`config.mk`:
```
export PLATFORM = sky130hd
export DESIGN_NAME = serial_adder_flat
export DESIGN_NICKNAME = d
export VERILOG_FILES = /design/src/rtl/serial_adder_if.sv /design/src/rtl/serial_adder.sv /design/src/flat_wrapper.sv
export SDC_FILE = /design/constraint.sdc
export NUM_CORES = 1
export LEC_CHECK = 0
export CAP_MARGIN = 20
export CORE_ASPECT_RATIO = 0.8
export CORE_UTILIZATION = 55
export CTS_CLUSTER_SIZE = 28
export DETAILED_ROUTE_END_ITERATION = 12
export GPL_ROUTABILITY_DRIVEN = 0
export PLACE_DENSITY = 0.85
export SYNTH_ARGS = -nofsm -noshare
export SYNTH_HDL_FRONTEND = slang
export SYNTH_SLANG_ARGS = --single-unit
```
`constraint.sdc`:
```
create_clock -name clk -period 2.2 [get_ports clk]
set_clock_uncertainty 0.2 [all_clocks]
set_input_delay 0.44 -clock clk [delete_from_list [all_inputs] [get_ports clk]]
set_output_delay 0.44 -clock clk [all_outputs]
set_load 0.01 [all_outputs]
```
`src/rtl/serial_adder_if.sv`:
```
// Operand/result handshake bundle for serial_adder; master = source/consumer, slave = adder.
// The ovf signal exists only when SERIAL_ADDER_OVF_EN is defined.
interface serial_adder_if #(
    parameter int WIDTH = 8
);
    logic             in_valid;
    logic             in_ready;
    logic [WIDTH-1:0] a;
    logic [WIDTH-1:0] b;
    logic             cin;
    logic             out_valid;
    logic             out_ready;
    logic [WIDTH-1:0] sum;
    logic             cout;
    logic             busy;
`ifdef SERIAL_ADDER_OVF_EN
    logic             ovf;

    modport master (
        output in_valid, a, b, cin, out_ready,
        input  in_ready, out_valid, sum, cout, busy, ovf
    );
    modport slave (
        input  in_valid, a, b, cin, out_ready,
        output in_ready, out_valid, sum, cout, busy, ovf
    );
`else
    modport master (
        output in_valid, a, b, cin, out_ready,
        input  in_ready, out_valid, sum, cout, busy
    );
    modport slave (
        input  in_valid, a, b, cin, out_ready,
        output in_ready, out_valid, sum, cout, busy
    );
`endif
endinterface

```
`src/rtl/serial_adder.sv`:
```
// Bit-serial WIDTH-bit adder (one full-adder cell + carry flop), LSB first; SERIAL_ADDER_OVF_EN adds signed overflow.
// Latency: accept at edge E0, out_valid after edge E0+WIDTH; one op per WIDTH+2 cycles.
// Backpressure: holds DONE with stable outputs while out_ready is low; in_ready only in IDLE.
module serial_adder #(
    parameter int WIDTH = 8
) (
    input  logic          clk,
    input  logic          rst_n,
    serial_adder_if.slave bus
);
    localparam int CW = $clog2(WIDTH) + 1;

    typedef enum logic [1:0] {IDLE, RUN, DONE} state_t;

    state_t           state_q;
    logic [WIDTH-1:0] opa_q, opb_q, sum_q;
    logic             carry_q, cout_q;
    logic [CW-1:0]    cnt_q;
    logic             in_ready_q, out_valid_q, busy_q;

    logic             s_bit, carry_d, last_bit;
    logic [WIDTH-1:0] sum_d;

    always_comb begin
        s_bit    = opa_q[0] ^ opb_q[0] ^ carry_q;
        carry_d  = (opa_q[0] & opb_q[0]) | (opa_q[0] & carry_q) | (opb_q[0] & carry_q);
        last_bit = (cnt_q == CW'(WIDTH - 1));
        // New bit enters at the MSB so the LSB-first stream lands in place after WIDTH shifts.
        sum_d    = (sum_q >> 1) | (WIDTH'(s_bit) << (WIDTH - 1));
    end

`ifdef SERIAL_ADDER_OVF_EN
    logic ovf_q;

    always_ff @(posedge clk or negedge rst_n) begin
        if (!rst_n) begin
            ovf_q <= 1'b0;
        end else if (state_q == RUN && last_bit) begin
            ovf_q <= carry_q ^ carry_d;
        end
    end

    assign bus.ovf = ovf_q;
`endif

    always_ff @(posedge clk or negedge rst_n) begin
        if (!rst_n) begin
            state_q     <= IDLE;
            opa_q       <= '0;
            opb_q       <= '0;
            sum_q       <= '0;
            carry_q     <= 1'b0;
            cout_q      <= 1'b0;
            cnt_q       <= '0;
            in_ready_q  <= 1'b1;
            out_valid_q <= 1'b0;
            busy_q      <= 1'b0;
        end else begin
            case (state_q)
                IDLE: begin
                    if (bus.in_valid) begin
                        opa_q      <= bus.a;
                        opb_q      <= bus.b;
                        carry_q    <= bus.cin;
                        cnt_q      <= '0;
                        state_q    <= RUN;
                        in_ready_q <= 1'b0;
                        busy_q     <= 1'b1;
                    end
                end
                RUN: begin
                    carry_q <= carry_d;
                    opa_q   <= opa_q >> 1;
                    opb_q   <= opb_q >> 1;
                    sum_q   <= sum_d;
                    cnt_q   <= cnt_q + 1'b1;
                    if (last_bit) begin
                        cout_q      <= carry_d;
                        state_q     <= DONE;
                        out_valid_q <= 1'b1;
                    end
                end
                DONE: begin
                    if (bus.out_ready) begin
                        state_q     <= IDLE;
                        out_valid_q <= 1'b0;
                        in_ready_q  <= 1'b1;
                        busy_q      <= 1'b0;
                    end
                end
                default: begin
                    state_q     <= IDLE;
                    in_ready_q  <= 1'b1;
                    out_valid_q <= 1'b0;
                    busy_q      <= 1'b0;
                end
            endcase
        end
    end

    assign bus.in_ready  = in_ready_q;
    assign bus.out_valid = out_valid_q;
    assign bus.busy      = busy_q;
    assign bus.sum       = sum_q;
    assign bus.cout      = cout_q;
endmodule
```
`src/flat_wrapper.sv`:
```
// flat-port wrapper written by rule: the top's interface ports become plain ports
module serial_adder_flat 
#(
    parameter int WIDTH = 8
)
  (clk, rst_n, bus_in_valid, bus_a, bus_b, bus_cin, bus_out_ready, bus_in_ready, bus_out_valid, bus_sum, bus_cout, bus_busy);
  serial_adder_if #(.WIDTH(WIDTH)) bus_i ();
  input  logic clk;
  input  logic rst_n;
  input wire logic [$bits(bus_i.in_valid)-1:0] bus_in_valid;
  input wire logic [$bits(bus_i.a)-1:0] bus_a;
  input wire logic [$bits(bus_i.b)-1:0] bus_b;
  input wire logic [$bits(bus_i.cin)-1:0] bus_cin;
  input wire logic [$bits(bus_i.out_ready)-1:0] bus_out_ready;
  output wire logic [$bits(bus_i.in_ready)-1:0] bus_in_ready;
  output wire logic [$bits(bus_i.out_valid)-1:0] bus_out_valid;
  output wire logic [$bits(bus_i.sum)-1:0] bus_sum;
  output wire logic [$bits(bus_i.cout)-1:0] bus_cout;
  output wire logic [$bits(bus_i.busy)-1:0] bus_busy;
  assign bus_i.in_valid = bus_in_valid;
  assign bus_i.a = bus_a;
  assign bus_i.b = bus_b;
  assign bus_i.cin = bus_cin;
  assign bus_i.out_ready = bus_out_ready;
  assign bus_in_ready = bus_i.in_ready;
  assign bus_out_valid = bus_i.out_valid;
  assign bus_sum = bus_i.sum;
  assign bus_cout = bus_i.cout;
  assign bus_busy = bus_i.busy;
  serial_adder #(.WIDTH(WIDTH)) u_core (.clk(clk), .rst_n(rst_n), .bus(bus_i));
endmodule
```
==> After elaboration in Yosys (flattened, before gate mapping) <==
Index checks and enable logic that the tools add are counted.
{ "op_classes": {"n_addsub": 1, "n_eq_ne": 6, "mux": 20, "n_bitwise": 10, "reduce_logical": 7} }
{ "ops": {"columns": ["cell", "n"], "rows": [
  ["one-hot mux 8 bit (2 select lines)", 2],
  ["2-to-1 mux 8 bit", 2],
  ["one-hot mux 1 bit (3 select lines)", 3],
  ["AND reduction 3 bit", 3],
  ["bitwise OR 7 x 8 -> 8 bit", 1],
  ["one-hot mux 4 bit (2 select lines)", 1],
  ["2-to-1 mux 1 bit", 6],
  ["2-to-1 mux 2 bit", 3],
  ["one-hot mux 2 bit (3 select lines)", 1],
  ["adder 4 x 1 -> 4 bit (second input constant)", 1],
  ["equality test 4 x 3 -> 1 bit (second input constant)", 1],
  ["2-to-1 mux 4 bit", 1],
  ["inequality test 2 bit (second input constant)", 2],
  ["AND reduction 2 bit", 2],
  ["bitwise AND 1 bit", 3],
  ["equality test 2 x 1 -> 1 bit (second input constant)", 1],
  ["equality test 2 bit (second input constant)", 1],
  ["zero test 2 bit", 1],
  ["inequality test 2 x 1 -> 1 bit (second input constant)", 1],
  ["NOT 1 bit", 2],
  ["bitwise OR 1 bit", 2],
  ["one-hot mux 1 bit (2 select lines)", 1],
  ["nonzero test 2 bit", 1],
  ["XOR 1 bit", 2]
]} }
{ "word_totals": {"register_bits": 35, "input_bits": 21, "out_inout_bits": 12, "wordCells": 54} }

==> Depth between registers and ports, before layout <==
Gate-level depths: netlist of the first run.
{ "depth": {"word_depth": 4, "mapped_depth": 6, "ltp_nobuf": 4} }

==> Worst setup path before layout of the first run <==
OpenSTA, ideal clock, no wires.
{ "synth_timing": {"kind": "reg-to-reg", "startpoint": "reg u_core.state_q[1]", "endpoint": "reg u_core.cout_q (netlist: u_core.bus.cout)", "setup_time_ns": 0.125, "arrival_time_ns": 1.152, "required_ns": 1.875, "path_slack_ns": 0.723, "stages_incl_launch_ff": 5, "n_path_buf": 1, "synth_period_minus_slack_ns": 1.477, "path_cell_list": "dfrtp_1 -> buf_2 -> nand2b_4 -> nor3_4 -> mux2_2"} }
{ "synth_via": {"elab_chain_len": 2} }
{ "synth_rtl": {"columns": ["element", "line", "rtl"], "rows": [
  ["start, declared", "serial_adder.sv:15", "state_t state_q;"],
  ["start signal, assigned", "serial_adder.sv:48", "state_q <= IDLE;"],
  ["start signal, assigned", "serial_adder.sv:66", "state_q <= RUN;"],
  ["start signal, assigned", "serial_adder.sv:79", "state_q <= DONE;"],
  ["equality test 2 x 1 -> 1 bit", "serial_adder.sv:59", "case (state_q)"],
  ["AND reduction 2 bit (no line)", null, null],
  ["end signal, assigned", "serial_adder.sv:78", "cout_q <= carry_d;"],
  ["end, declared", "serial_adder.sv:17", "logic carry_q, cout_q;"]
]} }
Every way passes these cells.
A chain may end at the register's enable or synchronous reset.

==> Final worst setup path of the first run <==
{ "layout_timing": {"startpoint": "reg u_core.in_ready_q (netlist: u_core.bus.in_ready)", "endpoint": "out bus_in_ready"} }
{ "layout_lines": {"columns": ["element", "line", "rtl"], "rows": [
  ["start, declared", "serial_adder.sv:19", "logic in_ready_q, out_valid_q, busy_q;"],
  ["start signal, assigned", "serial_adder.sv:55", "in_ready_q <= 1'b1;"],
  ["start signal, assigned", "serial_adder.sv:67", "in_ready_q <= 1'b0;"],
  ["start signal, assigned", "serial_adder.sv:87", "in_ready_q <= 1'b1;"],
  ["end, declared", "flat_wrapper.sv:15", "output wire logic [$bits(bus_i.in_ready)-1:0] bus_in_ready;"]
]} }
No word-level cell between the ends.

==> results of run 1 <==
[layout make-up]
cell class              count  area share [%]
flip-flops and latches     35            41.3
multi-input cells         122            34.0
repair buffers             40            17.9
clock buffers               7            4.06
well taps                  38            2.24
inverters                   2           0.353
clock inverters             1           0.235
[routing by layer]
metal  part of all wire [%]  wire, µm
met1                     42      1580
met2                     52      1950
met3                    4.5       167
met4                   0.59        22
met5                      0         0
[sequential cells by signal, indices dropped and copies added, names as in the netlist]
| register | cells |
|---|---|
| u_core.bus.busy | 1 |
| u_core.bus.sum | 8 |
| u_core.state_q | 2 |
| u_core.opa_q | 8 |
| u_core.bus.cout | 1 |
| u_core.bus.out_valid | 1 |
| u_core.cnt_q | 4 |
| u_core.bus.in_ready | 1 |
| u_core.opb_q | 8 |
| u_core.carry_q | 1 |
[per-stage QoR]
stage / power, mW / area, µm² / setup WS (ns) / std cells
after detailed placement: 2.15 / 2030 / 0.299 / 237
after global placement: 2.09 / 2030 / 0.371 / 237
final: 2.63 / 2130 / 0.199 / 245
after global routing: 2.82 / 2130 / 0.163 / 245
after floorplan: 1.80 / 1710 / 0.723 / 172
after CTS: 2.64 / 2130 / 0.188 / 245
[final timing paths]
path / startpoint / cells past startpoint / slack, ns / to
max in group asynchronous: rst_n / 2 / 1.10 / u_core.bus.in_ready$_DFFE_PN1P_
min in group asynchronous: rst_n / 2 / 0.36 / u_core.opb_q[6]$_DFFE_PN0P_
hold reg to reg: u_core.bus.sum[5]$_DFFE_PN0N_ / 2 / 0.30 / u_core.bus.sum[4]$_DFFE_PN0N_
setup reg to reg: u_core.state_q[0]$_DFFE_PN0P_ / 3 / 0.43 / u_core.bus.cout$_DFFE_PN0P_
hold / removal: u_core.bus.sum[5]$_DFFE_PN0N_ / 2 / 0.30 / u_core.bus.sum[4]$_DFFE_PN0N_
setup / recovery: u_core.bus.in_ready$_DFFE_PN1P_ / 1 / 0.20 / bus_in_ready
[cells in the final DEF (no fill, tap or decap), types with 6 or more instances in the layout]
cell type / instances
buf_4: 8
nor2b_1: 10
a21oi_1: 19
clkbuf_8: 6
a22oi_1: 15
dfrtp_1: 34
and2b_1: 8
clkdlybuf4s50_1: 32
o21ai_1: 9
o21ai_0: 10
nand2_1: 29
[logic make-up (layout without fill, tap and decap cells)]
family	count (synthesis)	after routing
DFF	35	35
and+or+nand+nor	57	57
buffers and inverters	15	50
muxes	2	2
adders and majority gates	2	2
AOI/OAI and AO/OA	61	61
[power by group]
group | total, mW | switching [mW] | internal, mW
combinational | 1.02 | 0.498 | 0.519
clock | 0.476 | 0.224 | 0.252
sequential | 1.13 | 0.232 | 0.902
total | 2.63 | 0.953 | 1.67
==> results.md, run 1 <==
- Status: finished clean
- FF/Latch Area: 877 µm²
- Share of the synthesized area in the top cell type: 49.6%
- Share of layout cells above drive strength 1: 9.66%
- Max transition margin: about two thirds
- Crit path buf inv count: 1
- CTS Sinks: 35
- Hold Buf Count CTS: 0
- Post-synthesis register bit count: 35
- Final Hold Viols: 0
- DR vias/cell: ~5.6
- Crit Path Max Fanout: 3
- Kind of critical path: reg -> out
- Largest family of logic cells by synthesized area: compound AO/OA/AOI/OAI gates
- GRT met2 Usage: 45.3%
- Post-synthesis mux area share: 1.24%
- Yosys warnings: 0
- Top post-synthesis cells by count: dfrtp_1 (34), nand2_1 (29), a21oi_1 (19)
- Postcts setup bufs: 0
- Sequential area share after synthesis: 51.2%
- IO Pins: 33
- Antenna Nets Post-Route: 0
- DR iter-0 viols: 129
- Arrival time worst endpoint: 1.36 ns
- CP cell instances: clkdlybuf4s50_1
- Initial antenna violation count: 0
- Tot GR Track Use: 25.5%
- Average routed wire per standard cell: approximately 15 µm
- Root buffer cell: clkbuf_8
- Setup crit end kind: primary output
- Largest area contributor in the netlist: dfrtp_1
- CP max stage delay: 0.54 ns
- Leak: 0.968 nW
- Final Setup Violations: 0
- Max Slew Vio Count: 0
- Final core occ: between 70 and 80%
- Worst ir drop on vdd: 0.647 mV
- Synth Area in Simple Gates: between 15 and 20%
- Vias in the first global route: around 1400
- N_diodes: 0
- Cell Area, Synth: 1710 µm²
- Clk_lat worst skew: 0.29 ns
- Global-route wire length before repair: 6270 µm
- HP Class: reg -> reg
- Post-CTS sizing: 0
- Die area: 3350 µm²
- Synthesized instance count: between 150 and 200
- Tcrit/Tclk final: between 90 and 100%
- Core Footprint: 2850 µm²
- TritonRoute pass-1 iters: 4
- Ys async rst share: between 90% and 100%
- WP data required: 1.56 ns
- Top_reg_cell synth: dfrtp_1
- CTS Buf Count: 5
- Synth top area cells: dfrtp_1 (50%), a22oi_1 (6.6%), nand2_1 (6.4%)
- Die span in x: between 60 and 70 µm
- Die height: 51.9 µm
- Core Rows: 17
- DRC viols: 0
- Worst path top cell family by delay: flip-flops
- Via Count: 1381
- Max Cap Viol: 0
- CTS tree: yes
- Routed WL: approximately 3700 µm
- I/O Buffers: 32
- Slew @ Worst Pin: 0.522 ns
- Fmax: 500 MHz
- Synth Net Count: between 150 and 200
- Synth Area in Compound Gates: 21.4%
- Grt ovf: 0
- Synth unique cells: 31
- P per Cell Area: 1240 nW/µm²
- Clock-pin slew on the worst setup and hold paths: 0.07 ns
- Fin Setup TNS: 0 ns
- Post-synth EDFFs: 0
- H-tree levels: 2
- Area of the multi-input gates: 722 µm²
- HPWL Detailed: 2530 µm
- Post-Synth Adder-Cell Area: 1.90%
- Slowest cell on the critical path: dfstp_2
- Worst setup SP type: flop
- Most common cell in the netlist: dfrtp_1
- Clock tree buffer depth: 2
- Syn_area_per_cell: 9.97 µm²
- Initial Util: between 60% and 70%
- Routing usage on met1: between 30% and 40%
- RSZ-0062 raised after global routing: no
- Met3 GRT Util: 6.36%
- Worst Hold Slack: approximately 0.30 ns
- Fin crit period: 2.00 ns
- Most used routing layer: met2
- Final nets: 229
- Largest net degree at the start of global routing: 36
- XOR/XNOR Fraction of Synth Area: 0%
- # fillers: 212
- Layout area overhead: 24.0%
Power figures use the tool's default switching activity.
==> run 2: changes to the inputs <==
Settings changed: CORE_UTILIZATION 55 to 51, PLACE_DENSITY 0.85 to 0.8.
Clock period 2.2 ns to 2.1 ns, I/O delays scaled along.
==> results.md, run 2 (same netlist as run 1, synthesis figures left out) <==
- Min-delay src: u_core.bus.sum[0]$_DFFE_PN0N_
- HP Class: reg -> reg
- H-tree levels: 2 (unchanged)
- WP data required: 1.48 ns (-0.08 ns)
- Tot GR Track Use: 22.5% (-3.0 points)
- DR iter-0 viols: 37 (-71%)
- CTS tree: yes
- DR vias/cell: 5.53 (-1.9%)
- Max transition margin: 71.4% (+6.2 points)
- Most common cell after layout, fill and taps aside: dfrtp_1
- Leak: 0.966 nW (-0.22%)
- Sw frac: 35.3% (-1.0 points)
- Fin crit period: 1.96 ns
- Die area: 3600 µm² (+7.6%)
- Largest net degree at the start of global routing: 36 (unchanged)
- Post-CTS sizing: 0 (unchanged)
- RSZ-0062 raised after global routing: no
- Final Setup Violations: 0 (unchanged)
- Placed instance area: 2030 µm² (-0.25%)
- Root buffer cell: clkbuf_8
- Average routed wire per standard cell: 14.2 µm (-6.6%)
- Fin Setup TNS: 0 ns (unchanged)
- Worst ir drop on vdd: 0.582 mV (-10%)
- Max Cap Viol: 0 (unchanged)
- Switch Pwr: 0.972 mW (+2.0%)
- Slew @ Worst Pin: 0.429 ns (-0.0932 ns)
- Clk pwr share: 18.8% (+0.7 points)
- Share of layout cells above drive strength 1: 9.22% (-0.44 points)
- Clock-pin slew on the worst setup and hold paths: 0.06 ns (about the same)
- I/O Buffers: 32 (unchanged)
- Via Count: 1360 (-1.5%)
- Final Hold Viols: 0 (unchanged)
- Routed WL: 3490 µm (-6.3%)
- Max Slew Vio Count: 0 (unchanged)
- Setup crit end kind: primary output
- Arrival time worst endpoint: 1.34 ns (-0.02 ns)
- Internal power: 1.78 mW (+6.7%)
- DRC viols: 0 (unchanged)
- CP max stage delay: 0.54 ns (about the same)
- Grt ovf: 0 (unchanged)
- Total Power: 2.76 mW (+5.0%)
- Initial Util: 54.4% (-5.8 points)
- Crit path buf inv count: 1 (unchanged)
- Initial antenna violation count: 0 (unchanged)
- Final nets: 228 (-0.44%)
- Core Footprint: 3150 µm² (+11%)
- Crit path from: u_core.bus.in_ready$_DFFE_PN1P_
- Layout area overhead: 24.2%
- IO Pins: 33 (unchanged)
- Worst setup SP type: flop
- Global-route wire length before repair: 5690 µm (-9.1%)
- Worst Hold Slack: 0.298 ns (-0.00276 ns)
- Clk_lat worst skew: 0.28 ns (about the same)
- Crit Path Max Fanout: 3 (unchanged)
- Core Rows: 18 (+1)
- Fmax: 509 MHz
- TritonRoute pass-1 iters: 5 (+1)
- Die span in x: 66.8 µm (+3.7%)
- Logic pwr share: 38.3% (-0.4 points)
- Most frequent cells in the layout: dfrtp_1 (34), clkdlybuf4s50_1 (32), nand2_1 (29)
- N_diodes: 0 (unchanged)
- CP cell instances: clkdlybuf4s50_1
- Antenna Nets Post-Route: 0 (unchanged)
- CTS Sinks: 35 (unchanged)
- Tcrit/Tclk final: just over 90%
- Slowest cell on the critical path: dfstp_2
- Worst path top cell family by delay: flip-flops
- Vias in the first global route: 1279 (-7.6%)
- Die height: 53.9 µm (+3.7%)
- Clock tree buffer depth: 2 (unchanged)
- P per Cell Area: 1290 nW/µm² (+4.8%)
- Kind of critical path: reg -> out
- Postcts setup bufs: 0 (unchanged)
- Reg-to-reg startpoint: u_core.state_q[0]$_DFFE_PN0P_
- CTS Buf Count: 5 (unchanged)
- HPWL Detailed: 2380 µm (-5.8%)
- # fillers: 240 (+13%)
- Status: finished clean
- Final instance area: 2130 µm² (+0.18%)
- Hold Buf Count CTS: 0 (unchanged)
- Sequential power share: 42.9% (-0.3 points)
==> run 2: cell count changes in the layout (fill, tap and decap cells not counted) <==
cell	change
clkinv_2	-1
buf_4	-1
clkbuf_8	+1
==> run 2: final timing paths <==
kind | cells after the start | slack (ns) | to
min in group asynchronous | 2 | 0.35 | u_core.bus.sum[0]$_DFFE_PN0N_
max in group asynchronous | 2 | 1.02 | u_core.bus.in_ready$_DFFE_PN1P_
worst max-delay path | 1 | 0.14 | bus_in_ready
worst min-delay path | 2 | 0.30 | u_core.bus.sum[0]$_DFFE_PN0N_
worst max register to register | 3 | 0.43 | u_core.bus.cout$_DFFE_PN0P_
worst min register to register | 2 | 0.30 | u_core.bus.sum[0]$_DFFE_PN0N_
==> run 2: stage by stage <==
step                utilization [%]  std cells  worst slack, ns
global route                   67.5        246           0.0957
floorplan                         -        172            0.623
detailed placement             64.4        238            0.166
finish                         67.5        246            0.137
CTS                            67.5        246            0.121
global placement               64.4        238            0.294
==> run 2: cell type report <==
| class | count | area, µm² | area share, % |
|---|---|---|---|
| clock buffer | 8 | 100 | 4.70 |
| inverter | 2 | 7.51 | 0.353 |
| multi-input combinational | 122 | 722 | 33.9 |
| sequential | 35 | 877 | 41.2 |
| tap | 40 | 50.0 | 2.35 |
| timing repair buffer | 39 | 373 | 17.5 |
==> run 2: power by group through the flow <==
| stage | registers, mW | clock network, mW | logic [mW] |
|---|---|---|---|
| after detailed placement | 1.19 | 0 | 1.06 |
| after floorplan | 1.16 | 0 | 0.719 |
| after CTS | 1.18 | 0.535 | 1.06 |
| after global routing | 1.22 | 0.562 | 1.17 |
| final | 1.18 | 0.518 | 1.06 |
| after global placement | 1.16 | 0 | 1.01 |
==> run 2: per-layer routing <==
metal	GRT usage, %	vias up	wire length [µm]
met3	5.08	5	170
met1	29.4	656	1570
li1	-	658	-
met2	34.5	41	1700
met5	0	-	0
met4	13.8	0	49
